--- src/rtl/audio_level_meter_pkg.sv ---
// +----------------------------------------------------------------------------+
// | audio_level_meter_pkg : shared widths, LED threshold exponents, log2 macro |
// | Revision: 1.0                                                              |
// +----------------------------------------------------------------------------+
`default_nettype none

`ifndef LOG2
`define LOG2(x) (((x) > 1) ? $clog2(x) : 1)
`endif

package audio_level_meter_pkg;

  // The top LED threshold sits at 2^(SampleWidth-2), one octave below full scale.
  localparam int c_top_exp_offset = 2;

  function automatic int mag_width(input int sample_width);
    return sample_width - 1;
  endfunction

  function automatic int led_exponent(input int k, input int sample_width,
                                      input int led_count, input int step_bits);
    return sample_width - c_top_exp_offset - (led_count - 1 - k) * step_bits;
  endfunction

  function automatic int cnt_width(input int max_count);
    return (max_count < 1) ? 1 : $clog2(max_count + 1);
  endfunction

endpackage

`default_nettype wire

--- src/rtl/audio_level_meter_if.sv ---
// +----------------------------------------------------------------------------+
// | audio_level_meter_if : sample strobe input and bar/level display outputs   |
// | Revision: 1.0                                                              |
// +----------------------------------------------------------------------------+
`default_nettype none

interface audio_level_meter_if #(
  parameter int SampleWidth = 24,
  parameter int Channels    = 2,
  parameter int LedCount    = 8
);
  import audio_level_meter_pkg::*;

  logic                                InValid;
  logic [Channels*SampleWidth-1:0]     InData;
  logic [`LOG2(Channels)-1:0]          Sel;
  logic                                DotMode;
  logic [LedCount-1:0]                 Bar;
  logic                                Clip;
  logic [mag_width(SampleWidth)-1:0]   Level;

  modport master (
    output InValid, InData, Sel, DotMode,
    input  Bar, Clip, Level
  );

  modport slave (
    input  InValid, InData, Sel, DotMode,
    output Bar, Clip, Level
  );

endinterface

`default_nettype wire

--- src/rtl/level_tracker.sv ---
// +----------------------------------------------------------------------------+
// | level_tracker : per-channel peak level with attack, hold and decay         |
// | Revision: 1.0                                                              |
// +----------------------------------------------------------------------------+
`default_nettype none

module level_tracker
  import audio_level_meter_pkg::*;
#(
  parameter int SampleWidth = 24,
  parameter int HoldSamples = 4800,
  parameter int DecayShift  = 6
) (
  input  logic                              clk_i,
  input  logic                              rst_ni,
  input  logic                              valid_i,
  input  logic [SampleWidth-1:0]            sample_i,
  output logic [mag_width(SampleWidth)-1:0] level_o,
  output logic                              clip_o
);

  localparam int c_mw = mag_width(SampleWidth);
  localparam int c_hw = cnt_width(HoldSamples);
  localparam logic [c_mw-1:0] c_one      = c_mw'(1);
  localparam logic [c_hw-1:0] c_hold_max = c_hw'(HoldSamples);
  localparam logic [c_hw-1:0] c_hold_one = c_hw'(1);

  logic [c_mw-1:0] w_low, w_mag, w_shift, w_step, w_decayed;
  logic [c_mw-1:0] level_q, level_d;
  logic [c_hw-1:0] hold_q, hold_d;

  // For negative x, |x| equals -low mod 2^(W-1); low==0 is the most-negative code.
  assign w_low = sample_i[SampleWidth-2:0];
  always_comb begin
    w_mag = w_low;
    if (sample_i[SampleWidth-1]) begin
      w_mag = (w_low == '0) ? '1 : -w_low;
    end
  end

  assign w_shift   = level_q >> DecayShift;
  assign w_step    = (w_shift == '0) ? c_one : w_shift;
  assign w_decayed = level_q - w_step;

  always_comb begin
    level_d = level_q;
    hold_d  = hold_q;
    if (valid_i) begin
      if (w_mag >= level_q) begin
        level_d = w_mag;
        hold_d  = '0;
      end else if (hold_q < c_hold_max) begin
        hold_d = hold_q + c_hold_one;
      end else begin
        level_d = (w_decayed > w_mag) ? w_decayed : w_mag;
      end
    end
  end

  always_ff @(posedge clk_i or negedge rst_ni) begin
    if (!rst_ni) begin
      level_q <= '0;
      hold_q  <= '0;
    end else begin
      level_q <= level_d;
      hold_q  <= hold_d;
    end
  end

  assign level_o = level_q;
  assign clip_o  = (w_mag == '1);

endmodule

`default_nettype wire

--- src/rtl/audio_level_meter.sv ---
// +----------------------------------------------------------------------------+
// | audio_level_meter : multi-channel peak meter with log bar graph and clip   |
// | Revision: 1.0                                                              |
// +----------------------------------------------------------------------------+
`default_nettype none

module audio_level_meter
  import audio_level_meter_pkg::*;
#(
  parameter int SampleWidth = 24,
  parameter int Channels    = 2,
  parameter int LedCount    = 8,
  parameter int StepBits    = 2,
  parameter int HoldSamples = 4800,
  parameter int DecayShift  = 6,
  parameter int ClipHold    = 24000
) (
  input logic               Clock,
  input logic               Reset_B,
  audio_level_meter_if.slave bus
);

  localparam int c_mw   = mag_width(SampleWidth);
  localparam int c_selw = `LOG2(Channels);
  localparam int c_cw   = cnt_width(ClipHold);
  localparam logic [c_mw-1:0] c_one       = c_mw'(1);
  localparam logic [c_cw-1:0] c_clip_max  = c_cw'(ClipHold);
  localparam logic [c_cw-1:0] c_clip_one  = c_cw'(1);

  generate
    if ((SampleWidth - 2 < (LedCount - 1) * StepBits) || (Channels < 1)) begin : g_param_check
      $error("audio_level_meter: SampleWidth too small for LedCount/StepBits, or Channels < 1");
    end
  endgenerate

  logic [c_mw-1:0]     w_level [Channels];
  logic [Channels-1:0] w_clip;
  logic [c_mw-1:0]     w_sel_level;
  logic [LedCount-1:0] w_bar_code, w_dot_code;
  logic                w_clip_hit;

  logic [c_selw-1:0]   sel_q;
  logic                dot_q;
  logic [LedCount-1:0] bar_q;
  logic [c_mw-1:0]     level_out_q;
  logic [c_cw-1:0]     clip_cnt_q, clip_cnt_d;

  generate
    for (genvar c = 0; c < Channels; c++) begin : g_chan
      level_tracker #(
        .SampleWidth (SampleWidth),
        .HoldSamples (HoldSamples),
        .DecayShift  (DecayShift)
      ) u_tracker (
        .clk_i    (Clock),
        .rst_ni   (Reset_B),
        .valid_i  (bus.InValid),
        .sample_i (bus.InData[c*SampleWidth +: SampleWidth]),
        .level_o  (w_level[c]),
        .clip_o   (w_clip[c])
      );
    end
  endgenerate

  // Sel/DotMode are registered so a display change lines up with the level pipeline.
  assign w_sel_level = (int'(sel_q) < Channels) ? w_level[sel_q] : w_level[0];

  always_comb begin
    w_bar_code = '0;
    for (int k = 0; k < LedCount; k++) begin
      w_bar_code[k] = (w_sel_level >= (c_one << led_exponent(k, SampleWidth, LedCount, StepBits)));
    end
  end

  // Thresholds rise with k, so the bar code is a thermometer and its top edge is the dot.
  assign w_dot_code = w_bar_code & ~(w_bar_code >> 1);

  assign w_clip_hit = bus.InValid & (|w_clip);

  always_comb begin
    clip_cnt_d = clip_cnt_q;
    if (w_clip_hit) begin
      clip_cnt_d = c_clip_max;
    end else if (bus.InValid && (clip_cnt_q != '0)) begin
      clip_cnt_d = clip_cnt_q - c_clip_one;
    end
  end

  always_ff @(posedge Clock or negedge Reset_B) begin
    if (!Reset_B) begin
      sel_q       <= '0;
      dot_q       <= 1'b0;
      bar_q       <= '0;
      level_out_q <= '0;
      clip_cnt_q  <= '0;
    end else begin
      sel_q       <= bus.Sel;
      dot_q       <= bus.DotMode;
      bar_q       <= dot_q ? w_dot_code : w_bar_code;
      level_out_q <= w_sel_level;
      clip_cnt_q  <= clip_cnt_d;
    end
  end

  assign bus.Bar   = bar_q;
  assign bus.Level = level_out_q;
  assign bus.Clip  = (clip_cnt_q != '0);

endmodule

`default_nettype wire

--- src/flat_wrapper.sv ---
// flat-port wrapper written by rule: the top's interface ports become plain ports
module audio_level_meter_flat import audio_level_meter_pkg::*;
#(
  parameter int SampleWidth = 24,
  parameter int Channels    = 2,
  parameter int LedCount    = 8,
  parameter int StepBits    = 2,
  parameter int HoldSamples = 4800,
  parameter int DecayShift  = 6,
  parameter int ClipHold    = 24000
)
  (Clock, Reset_B, bus_InValid, bus_InData, bus_Sel, bus_DotMode, bus_Bar, bus_Clip, bus_Level);
  audio_level_meter_if #(.SampleWidth(SampleWidth), .Channels(Channels), .LedCount(LedCount)) bus_i ();
  input logic Clock;
  input logic Reset_B;
  input wire logic [$bits(bus_i.InValid)-1:0] bus_InValid;
  input wire logic [$bits(bus_i.InData)-1:0] bus_InData;
  input wire logic [$bits(bus_i.Sel)-1:0] bus_Sel;
  input wire logic [$bits(bus_i.DotMode)-1:0] bus_DotMode;
  output wire logic [$bits(bus_i.Bar)-1:0] bus_Bar;
  output wire logic [$bits(bus_i.Clip)-1:0] bus_Clip;
  output wire logic [$bits(bus_i.Level)-1:0] bus_Level;
  assign bus_i.InValid = bus_InValid;
  assign bus_i.InData = bus_InData;
  assign bus_i.Sel = bus_Sel;
  assign bus_i.DotMode = bus_DotMode;
  assign bus_Bar = bus_i.Bar;
  assign bus_Clip = bus_i.Clip;
  assign bus_Level = bus_i.Level;
  audio_level_meter #(.SampleWidth(SampleWidth), .Channels(Channels), .LedCount(LedCount), .StepBits(StepBits), .HoldSamples(HoldSamples), .DecayShift(DecayShift), .ClipHold(ClipHold)) u_core (.Clock(Clock), .Reset_B(Reset_B), .bus(bus_i));
endmodule
--- config.mk ---
export PLATFORM = sky130hd
export DESIGN_NAME = audio_level_meter_flat
export DESIGN_NICKNAME = d
export VERILOG_FILES = /design/src/rtl/audio_level_meter_pkg.sv /design/src/rtl/audio_level_meter_if.sv /design/src/rtl/level_tracker.sv /design/src/rtl/audio_level_meter.sv /design/src/flat_wrapper.sv
export SDC_FILE = /design/constraint.sdc
export NUM_CORES = 1
export LEC_CHECK = 0
export CORE_MARGIN = 8
export CORE_UTILIZATION = 60
export CTS_BUF_LIST = sky130_fd_sc_hd__clkbuf_2
export CTS_CLUSTER_SIZE = 24
export DETAILED_ROUTE_END_ITERATION = 16
export PLACE_DENSITY_LB_ADDON = 0.2
export SLEW_MARGIN = 15
export SYNTH_ARGS = -nofsm -noshare
export SYNTH_HDL_FRONTEND = slang
export SYNTH_HIERARCHICAL = 1
export SYNTH_SLANG_ARGS = --single-unit
--- constraint.sdc ---
create_clock -name Clock -period 6.8 [get_ports Clock]
set_input_delay 1.02 -clock Clock [delete_from_list [all_inputs] [get_ports Clock]]
set_output_delay 1.02 -clock Clock [all_outputs]
set_load 0.02 [all_outputs]
==> impl_metrics.yaml <==
floorplanning:
  coreArea_mm2: 0.0187
  io_pins: 85
  start_util_pct: 61.0
  dieArea_mm2: 0.0237
  die_h_um: 154
  die_w_um: 154
  core.rowCount: 50
cts:
  clk_pin_slew_worst_paths_ps: 210
  numCtsBuffers: 17
  cts_setup_buffers: 0
  clk_path_buf_depth: 2
  htree_levels: 4
  cts-root-buf: "clkbuf_2"
  tritoncts: "yes"
  clk-insertion-delay-late_ps: 710
  holdBufCountCts: 0
  cts_resized: 0
  clock-sinks: 120
synthesis:
  synth_cells: 1399
  synthesis.area_mm2: 0.0114
  yosysTopAreaCellShare_pct: 26.3
  syn_area_per_cell_um2: 8.16
  syn-num-nets: 1585
  ys.flop_type: "dfrtp_1"
  yosysTopAreaCell: "dfrtp_1"
  synth_top_cells_by_area: "dfrtp_1 (26%), ha_1 (14%), inv_1 (4.9%)"
  synthArstFlopShare_pct: 100
  synth.distinct_cells: 93
  ys_ff_latch: 120
  ys_seq_area_share_pct: 26.3
  ys_warn_count: 6
  synth_edf_count: 0
sta:
  hold_violations: 0
  finalMaxSlewViolations: 0
  post-route-period-util_pct: 91.8
  finClkSkew_ps: 51.2
  rsz0062_at_grt: "no"
  worst_pin_slew_ps: 957
  setup_violations: 0
  setup_tns_ps: 0
  fin_crit_ps: 6240
  fmax_mhz: 160
  layout_setup_ws_ps: 556
  maxSlewHeadroom_pct: 36.2
drt:
  via_per_inst: 6.23
  vias: 10800
  drt_wl_total_mm: 30.5
  drc_errors: 0
  drt_iter0_markers: 810
  drt_first_pass_iters: 5
  ant_nets: 0
  wl_per_cell_um: 17.6
power_and_ir_drop:
  p_per_area_mw_per_mm2: 497
  p_switching_uw: 3300
  irDropWorstVdd_mv: 0.398
  pwr-share-clk_pct: 8.0
  cell_internal_pwr_uw: 3080
  pwr-share-seq_pct: 20.2
  p_leak_uw: 0.00597
  switching_share_pct: 51.7
  combPwrFrac_pct: 71.8
place:
  place_area_mm2: 0.0126
  io_buffer_count: 84
  dp_hpwl_mm: 23.7
  gp_congestion: 0.944
  dp.cells: 1699
  dp_slack_ps: 528
grt:
  antenna_found_initial: 1
  grt_pass1_vias: 10300
  overflow: 0
  grt_usage_pct: 25.7
  grt_first_pass_wirelength_mm: 50.4
  grt_max_degree: 75
critical_path:
  arrival_ps: 6820
  cp-end-kind: "flop"
  critPathCapture: "u_core/g_chan[1].u_tracker/level_o[11]"
  r2r-end: "u_core/g_chan[1].u_tracker/level_o[11]"
  cp_max_fo: 13
  r2r.worst_path.cells: 23
  start_kind: "flop"
  path_class: "reg -> reg"
  crit_required_ps: 7370
  timing.critical_path.from: "u_core/g_chan[1].u_tracker/level_o[12]"
  reg2reg_slack_ps: 560
  r2r-start: "u_core/g_chan[1].u_tracker/level_o[12]"
worst_hold_path:
  hold_path.class: "in -> async"
run_status:
  status: "complete, no violations"
finish:
  area_delta_synth_final_pct: 12.5
  drive_above_1_share_pct: 8.22
  finalNonFillerCells: 1731
  finalInstanceArea_mm2: 0.0128
  layout_commonest_cell: "inv_1"
  nets: 1670
  layout_common_cells: "inv_1 (148), nand2_1 (143), ha_1 (131)"
job:
  maxCapViolations: 0
[power by group through the flow]
stage / clock (µW) / sequential, µW / combinational [µW]
2_1_floorplan: 0 / 1300 / 3220
3_3_place_gp: 0 / 1290 / 4350
3_5_place_dp: 0 / 1290 / 4470
4_1_cts: 524 / 1280 / 4510
5_1_grt: 554 / 1320 / 5100
6_report: 509 / 1290 / 4580
[worst max-delay path: stages (launching register included)]
cell       delay [ps]
dfrtp_1           470
nor4_1            350
nand3_1           130
o31ai_1           340
ha_1              230
inv_1              50
fa_1              410
a211oi_1          320
o21ai_1           160
a311o_1           410
nand3_1           120
o211ai_1          200
or3_1             420
xnor2_1           150
ha_1              300
nand4_1           190
nor4bb_1          510
o31ai_1           170
o311ai_0          140
nand4bb_1         170
buf_4             220
inv_1             340
mux2i_1           240
o21ai_0            90
[how the worst min path moves through the flow]
| stage | from | to | slack [ps] | cells after the start |
|---|---|---|---|---|
| 2_1_floorplan | u_core/g_chan[0].u_tracker/hold_q[5] | u_core/g_chan[0].u_tracker/hold_q[5] | 440 | 1 |
| 3_3_place_gp | u_core/g_chan[0].u_tracker/hold_q[5] | u_core/g_chan[0].u_tracker/hold_q[5] | 480 | 1 |
| 3_5_place_dp | u_core/g_chan[0].u_tracker/hold_q[5] | u_core/g_chan[0].u_tracker/hold_q[5] | 480 | 1 |
| 4_1_cts | Reset_B | u_core/clip_cnt_q[9] | 380 | 1 |
| 5_1_grt | Reset_B | u_core/clip_cnt_q[9] | 420 | 1 |
| 6_report | Reset_B | u_core/clip_cnt_q[9] | 420 | 1 |
[Yosys cell counts, types with 12 or more instances]
cell type	count
inv_1	148
o21ai_0	80
xnor2_1	44
or4_1	12
buf_2	12
a211oi_1	13
and4_1	15
mux2_2	24
clkbuf_1	29
mux2i_1	22
nor3_1	36
a21o_1	16
a31oi_1	13
a21oi_1	91
xor2_1	35
nor2_1	93
nand4_1	35
nand3_1	43
dfrtp_1	120
o211ai_1	13
nor2b_1	18
o31ai_1	23
nand2_1	143
ha_1	131
[area by class of cell]
cell class / count / area (µm²)
repair buffers: 114 / 1060
clock buffers: 17 / 85.1
diodes: 1 / 2.50
flip-flops and latches: 120 / 3000
well taps: 234 / 293
multi-input cells: 1081 / 7650
fillers: 1549 / 5870
inverters: 150 / 563
clock inverters: 14 / 174
[stage by stage]
step	utilization, %	power, µW	hold WS, ps
3_5_place_dp	67.2	5760	478
4_1_cts	68.6	6310	382
2_1_floorplan	-	4510	435
3_3_place_gp	67.2	5640	475
6_report	68.6	6380	423
5_1_grt	68.6	6970	419
[logic make-up after synthesis]
kind of cell / count (synthesis) / synth area share (%)
AND/OR/NAND/NOR: 475 / 21.5
buffers and inverters: 198 / 6.74
AO/OA/AOI/OAI: 346 / 20.0
flip-flops: 120 / 26.3
XOR/XNOR: 79 / 6.06
multiplexers: 48 / 4.62
adder cells (fa/ha/maj): 133 / 14.7
[layer usage]
layer | global-route usage (%) | up-vias | part of all wire, %
li1 | - | 5216 | -
met1 | 34.2 | 5075 | 45
met2 | 40.8 | 411 | 45
met3 | 5.13 | 80 | 7.2
met4 | 9.71 | 0 | 2.9
met5 | 0 | - | 0
[flip-flops by register name, indices dropped and copies added (netlist names)]
register and flops:
u_core/g_chan.u_tracker/level_o 46, u_core/g_chan.u_tracker/hold_q 26, u_core/bus.Level 23, u_core/clip_cnt_q 15, u_core/bus.Bar 8, u_core/dot_q 1
u_core/sel_q 1
(Power assumes the default switching activity.)
